--- config.mk ---
export PLATFORM = sky130hd
export DESIGN_NAME = snn_seq_driver
export DESIGN_NICKNAME = d
export VERILOG_FILES = /design/src/rtl/snn_seq_driver.sv
export SDC_FILE = /design/constraint.sdc
export NUM_CORES = 1
export LEC_CHECK = 0
export CORE_MARGIN = 2
export CORE_UTILIZATION = 43
export DETAILED_ROUTE_END_ITERATION = 10
export PLACE_DENSITY = 0.74
export SLEW_MARGIN = 20
export SYNTH_ARGS = -nofsm -noshare
export SYNTH_HDL_FRONTEND = slang
export SYNTH_SLANG_ARGS = --single-unit
export TNS_END_PERCENT = 30
--- constraint.sdc ---
create_clock -name clk -period 7.3 [get_ports clk]
set_input_delay 1.46 -clock clk [delete_from_list [all_inputs] [get_ports clk]]
set_output_delay 1.46 -clock clk [all_outputs]
set_load 0.02 [all_outputs]
--- src/rtl/snn_seq_driver.sv ---
// snn_seq_driver: sequences T_STEPS spike frames through an external spiking
// network, accumulates the per-class output spikes, and reports the class
// with the most spikes at the end of each inference run.
//
// Handshake: a frame moves on any rising clk edge where frame_valid and
// frame_ready are both high. frame_ready depends only on FSM state. The
// upstream side must hold frame_bits stable while frame_valid is high and
// frame_ready is low.
module snn_seq_driver #(
  parameter int N_IN    = 30,
  parameter int N_CLS   = 5,
  parameter int T_STEPS = 16,
  parameter int CNT_W   = 8,
  parameter int GAP_CYC = 3,
  parameter int TIMEOUT = 1023
) (
  input  logic             clk,
  input  logic             rst_n,
  input  logic             frame_valid,
  output logic             frame_ready,
  input  logic [N_IN-1:0]  frame_bits,
  output logic             net_start,
  output logic [N_IN-1:0]  net_spikes_in,
  input  logic             net_done,
  input  logic [N_CLS-1:0] net_spikes_out,
  output logic             result_valid,
  output logic [2:0]       result_class,
  output logic [CNT_W-1:0] result_count,
  output logic             busy,
  output logic             timeout_err,
  output logic [2:0]       dbg_state
);

  localparam int STEP_W = $clog2(T_STEPS + 1);
  localparam int WAIT_W = $clog2(TIMEOUT + 1);
  localparam int GAP_W  = $clog2(GAP_CYC + 1);
  localparam logic [STEP_W-1:0] STEP_LAST = STEP_W'(T_STEPS);
  localparam logic [WAIT_W-1:0] WAIT_LAST = WAIT_W'(TIMEOUT - 1);
  localparam logic [GAP_W-1:0]  GAP_LAST  = GAP_W'(GAP_CYC - 1);
  localparam logic [CNT_W-1:0]  CNT_MAX   = '1;

  typedef enum logic [2:0] {
    IDLE      = 3'd0,
    LOAD      = 3'd1,
    START     = 3'd2,
    WAIT_DONE = 3'd3,
    ACCUM     = 3'd4,
    GAP       = 3'd5,
    RESULT    = 3'd6
  } state_t;

  state_t              state, state_n;
  logic                armed;     // low only until the first clock after reset
  logic                done_q;    // previous net_done sample for edge detection
  logic                abort_q;   // set by a timeout: GAP returns to IDLE
  logic [N_CLS-1:0]    cap;
  logic [CNT_W-1:0]    cnt [N_CLS];
  logic [STEP_W-1:0]   step_cnt;
  logic [WAIT_W-1:0]   wait_cnt;
  logic [GAP_W-1:0]    gap_cnt;
  logic [2:0]          best_idx;
  logic [CNT_W-1:0]    best_val;
  logic                accept;
  logic                done_rise;
  logic                wait_expired;

  assign accept       = frame_valid & frame_ready;
  assign done_rise    = net_done & ~done_q;
  assign wait_expired = (wait_cnt == WAIT_LAST);
  assign dbg_state    = state;

  // State register; async reset drops net_start immediately through state.
  always_ff @(posedge clk or negedge rst_n) begin
    if (!rst_n) state <= IDLE;
    else        state <= state_n;
  end

  // Next-state and state-decoded outputs.
  always_comb begin
    state_n      = state;
    frame_ready  = 1'b0;
    net_start    = 1'b0;
    busy         = 1'b1;
    result_valid = 1'b0;
    case (state)
      IDLE: begin
        busy        = 1'b0;
        frame_ready = armed;
        if (accept) state_n = START;
      end
      LOAD: begin
        frame_ready = armed;
        if (accept) state_n = START;
      end
      START: begin
        net_start = 1'b1;
        state_n   = WAIT_DONE;
      end
      WAIT_DONE: begin
        net_start = 1'b1;
        if (done_rise)         state_n = ACCUM;
        else if (wait_expired) state_n = GAP;
      end
      ACCUM: state_n = GAP;
      GAP: begin
        if (gap_cnt == GAP_LAST) begin
          if (abort_q)                     state_n = IDLE;
          else if (step_cnt == STEP_LAST)  state_n = RESULT;
          else                             state_n = LOAD;
        end
      end
      RESULT: begin
        result_valid = 1'b1;
        state_n      = IDLE;
      end
      default: state_n = IDLE;
    endcase
  end

  // Winning class: strict greater-than keeps the lowest index on ties.
  always_comb begin
    best_idx = '0;
    best_val = cnt[0];
    for (int i = 1; i < N_CLS; i++) begin
      if (cnt[i] > best_val) begin
        best_idx = 3'(i);
        best_val = cnt[i];
      end
    end
  end

  // Datapath: frame latch, done capture, counters, result registers.
  always_ff @(posedge clk or negedge rst_n) begin
    if (!rst_n) begin
      armed         <= 1'b0;
      done_q        <= 1'b0;
      abort_q       <= 1'b0;
      timeout_err   <= 1'b0;
      net_spikes_in <= '0;
      cap           <= '0;
      step_cnt      <= '0;
      wait_cnt      <= '0;
      gap_cnt       <= '0;
      result_class  <= '0;
      result_count  <= '0;
      for (int i = 0; i < N_CLS; i++) cnt[i] <= '0;
    end else begin
      armed       <= 1'b1;
      done_q      <= net_done;
      timeout_err <= 1'b0;
      if (accept) net_spikes_in <= frame_bits;
      case (state)
        IDLE:  abort_q <= 1'b0;
        START: wait_cnt <= '0;
        WAIT_DONE: begin
          wait_cnt <= wait_cnt + 1'b1;
          if (done_rise) begin
            cap <= net_spikes_out;
          end else if (wait_expired) begin
            timeout_err <= 1'b1;
            abort_q     <= 1'b1;
            gap_cnt     <= GAP_W'(1);
            step_cnt    <= '0;
            for (int i = 0; i < N_CLS; i++) cnt[i] <= '0;
          end
        end
        ACCUM: begin
          // ACCUM is the first of the GAP_CYC start-low cycles.
          gap_cnt  <= GAP_W'(1);
          step_cnt <= step_cnt + 1'b1;
          for (int i = 0; i < N_CLS; i++) begin
            if (cap[i] && (cnt[i] != CNT_MAX)) cnt[i] <= cnt[i] + 1'b1;
          end
        end
        GAP: begin
          gap_cnt <= gap_cnt + 1'b1;
          if (state_n == RESULT) begin
            result_class <= best_idx;
            result_count <= best_val;
          end
        end
        RESULT: begin
          step_cnt <= '0;
          for (int i = 0; i < N_CLS; i++) cnt[i] <= '0;
        end
        default: ;
      endcase
    end
  end

endmodule

==> results.toml <==
[floorplan]
std_cell_rows = 43
fp.dieH_um = 123
fp.dieArea_sq_mm = 0.0151
start_util = 0.439
num_io_pins = 88
dieWidth_um = 123
coreArea_sq_mm = 0.0139

[global_route]
grt_start_max_net_pins = 58
grt-ovfl-total = 0
grt_pass1_vias = 5025
antenna_found_initial = 0
track_usage = 0.207
grt_pass1_wl_mm = 24.4

[cells_and_area]
fin_cells = 924
syn2layout_area_growth_pct = 30.2
sequential_cell_area_sq_mm = 0.00275
drive_gt1_frac = 0.192
fillers = 1223
fin_util = 0.571
nets = 818
multi_input_area_sq_mm = 0.00339
n_antenna_cell = 0
design_area_sq_mm = 0.00793

[logic_synthesis]
synth_top_area_frac = 0.452
synth_edf_count = 0
synth.area.top_cells = "dfrtp_1 45%, ha_1 8.2%, mux2_2 6.5%"
synth.distinct_cells = 58
ys_seq_area_frac = 0.452
ys_async_sr_fraction = 1.00
synth_top_area_cell = "dfrtp_1"
ys_seq_elements = 110
synth_area_sq_mm = 0.00609
dominantRegCellSynth = "dfrtp_1"
syn_nets = 704
yosysWarnings = 0
syn_inst = 625
syn_area_per_cell_sq_um = 9.75

[hold_path]
hold_path.class = "reg2reg"
hold-path-endpoint = "result_class[2]$_DFFE_PN0P_"
min_from = "result_class[2]$_DFFE_PN0P_"
hold_depth = 2

[routing]
top_layer_used = "met4"
via_per_inst = 5.58
drc = 0
num_vias = 5152
firstDrtPassIters = 6
final_antenna_net_count = 0
first_iter_violations = 383
wl_met2_mm = 7.02
wl_met1_mm = 6.87
drt-wirelength-per-cell_um = 16.8
route.met3.wl_mm = 1.21
routed_wirelength_mm = 15.5

[placed_design]
dpl_cell_area_sq_mm = 0.00719
io_buffers = 87
globalplace.congestion = 0.954
post-place-cells = 883
dpl.hpwl_mm = 10.8
preCtsSetupSlack_ns = -0.111

[timing]
layout_setup_ws_ns = 0.194
hold_violations = 0
maxSlewViolCount = 0
worst_slew_pin_slew_ns = 0.742
setup_tns_ns = 0
max_freq_mhz = 141
post-route-period-util = 0.973
setup_viol_count_final = 0
fin_skew_ns = 0.00838
slew_headroom = 0.505
period_minus_slack_ns = 7.11
hold_slack_ns = 0.480

[worst_setup_path]
critPathLaunchType = "register"
cp_max_fo = 7
critPathKind = "reg2reg"
crit_slowest_cell = "or3_4"
critPathCaptureType = "register"
r2r-end = "result_count[4]$_DFFE_PN0P_"
startpoint = "cnt[33]$_DFFE_PN0P_"
arrival_ns = 7.34
required_ns = 7.54
r2r_cells = 39
critPathMaxStageDelay_ns = 0.44
rrSetupSlack_ns = 0.19
r2r_start = "cnt[33]$_DFFE_PN0P_"
crit_path_frequent_cell = "nor2_1"

[status]
outcome = "finished clean"

[clock_tree]
cts.htree.levels = 3
cts-root-buf = "clkbuf_16"
cts_tree = "built"
ctsHoldBuffers = 0
clk_latency_ns = 0.36
cts.sinks = 110
numCtsBuffers = 9
cts_buffer_depth = 2
clk_pin_slew_ns = 0.08

[pwr]
fin_total_pwr_mw = 4.01
p_per_area_mw_per_mm2 = 506
p_sw_mw = 1.70
p_leak_nw = 3.41
switching_share = 0.424
p_clk_frac = 0.120
internal_power_mw = 2.31
comb_power_share = 0.641
vdd_drop_max_mv = 0.273
seq_power_share = 0.240

[job]
maxCapViolCount = 0
## power groups by stage
stage	sequential (mW)	clock (mW)	combinational (mW)
4_1_cts	0.959	0.493	2.05
2_1_floorplan	1.06	0	1.28
3_5_place_dp	0.967	0	2.02
6_report	0.962	0.481	2.57
5_1_grt	0.989	0.516	2.80
3_3_place_gp	0.956	0	1.96
## area by class of cell
cell class              count  area share
clock buffers               9      0.0284
clock inverters             7     0.00773
inverters                  29      0.0137
multi-input cells         464       0.428
flip-flops and latches    110       0.347
well taps                 180      0.0284
repair buffers            125       0.147
## critical path: cells and delay by family (launching register included)
family                     cells  cell delay, ns
AOI/OAI and AO/OA             16            2.58
buffers and inverters          6            0.82
and+or+nand+nor               12            2.00
adders and majority gates      4            0.87
muxes                          1            0.29
DFF                            1            0.42
## Yosys cell counts (2+ instances only)
cell / n
a21o_1: 4
a21oi_1: 22
a21oi_2: 3
a22o_1: 2
a31o_2: 8
a31oi_1: 11
a32o_1: 3
and2_1: 8
and3_1: 11
buf_1: 4
buf_2: 3
clkbuf_1: 14
dfrtp_1: 110
ha_1: 40
inv_1: 28
mux2_2: 35
mux2i_1: 6
nand2_1: 61
nand2b_1: 4
nand3_1: 29
nand4_1: 12
nor2_1: 57
nor2b_1: 8
nor3_1: 5
nor4_1: 2
o211ai_1: 3
o21a_1: 4
o21ai_0: 49
o22ai_1: 3
o31ai_1: 8
or2_1: 2
or2_2: 5
or3_1: 10
xnor2_1: 13
xor2_1: 15
## metal layers
metal / vias up / track usage
met5: - / 0
met4: 0 / 0.0994
met3: 26 / 0.0581
met2: 192 / 0.316
met1: 2490 / 0.272
li1: 2444 / -
## worst max path at each step
stage / to / slack, ns / cells after the start
global route: result_count[7]$_DFFE_PN0P_ / -0.23 / 39
finish: result_count[4]$_DFFE_PN0P_ / 0.19 / 39
global placement: result_class[1]$_DFFE_PN0P_ / 0.17 / 36
CTS: result_count[7]$_DFFE_PN0P_ / 0.04 / 37
detailed placement: result_count[7]$_DFFE_PN0P_ / -0.11 / 37
floorplan: result_count[0]$_DFFE_PN0P_ / 0.48 / 37
## logic make-up after synthesis
group | count (synthesis) | share of synthesized area
AOI/OAI and AO/OA | 132 | 0.140
xor gates and xnor gates | 28 | 0.0403
adders and majority gates | 40 | 0.0822
buffers and inverters | 52 | 0.0341
DFF | 110 | 0.452
muxes | 42 | 0.0764
other | 1 | 0.000616
and+or+nand+nor | 220 | 0.174
## cell usage in the layout, fill, tap and decap left out, drive strengths merged, types with 9 or more instances in the layout
cell type      Yosys  routed
dfrtp            110     110
clkdlybuf4s50      0      86
nand2             61      61
nor2              58      58
o21ai             51      51
ha                40      40
buf                8      39
mux2              36      36
inv               29      30
nand3             29      29
a21oi             25      25
xor2              15      15
xnor2             13      13
nand4             12      12
and3              11      11
a31oi             11      11
or3               10      11
clkbuf            15       9
## flip-flops by register name, summed over array words and instances, names as in the netlist
| register | count |
|---|---|
| abort_q | 1 |
| armed | 1 |
| cap | 5 |
| cnt | 40 |
| dbg_state | 3 |
| done_q | 1 |
| gap_cnt | 2 |
| net_spikes_in | 30 |
| result_class | 3 |
| result_count | 8 |
| step_cnt | 5 |
| timeout_err | 1 |
| wait_cnt | 10 |
## repair_timing
item                                   CTS  global route
buffers inserted                         0            23
setup endpoints to repair               10            11
pin swaps                                0            17
cloned                                   0             2
resized for setup                        3            48
endpoints found under the hold margin    0             0
Note: power is estimated with default switching activity, not from simulation.
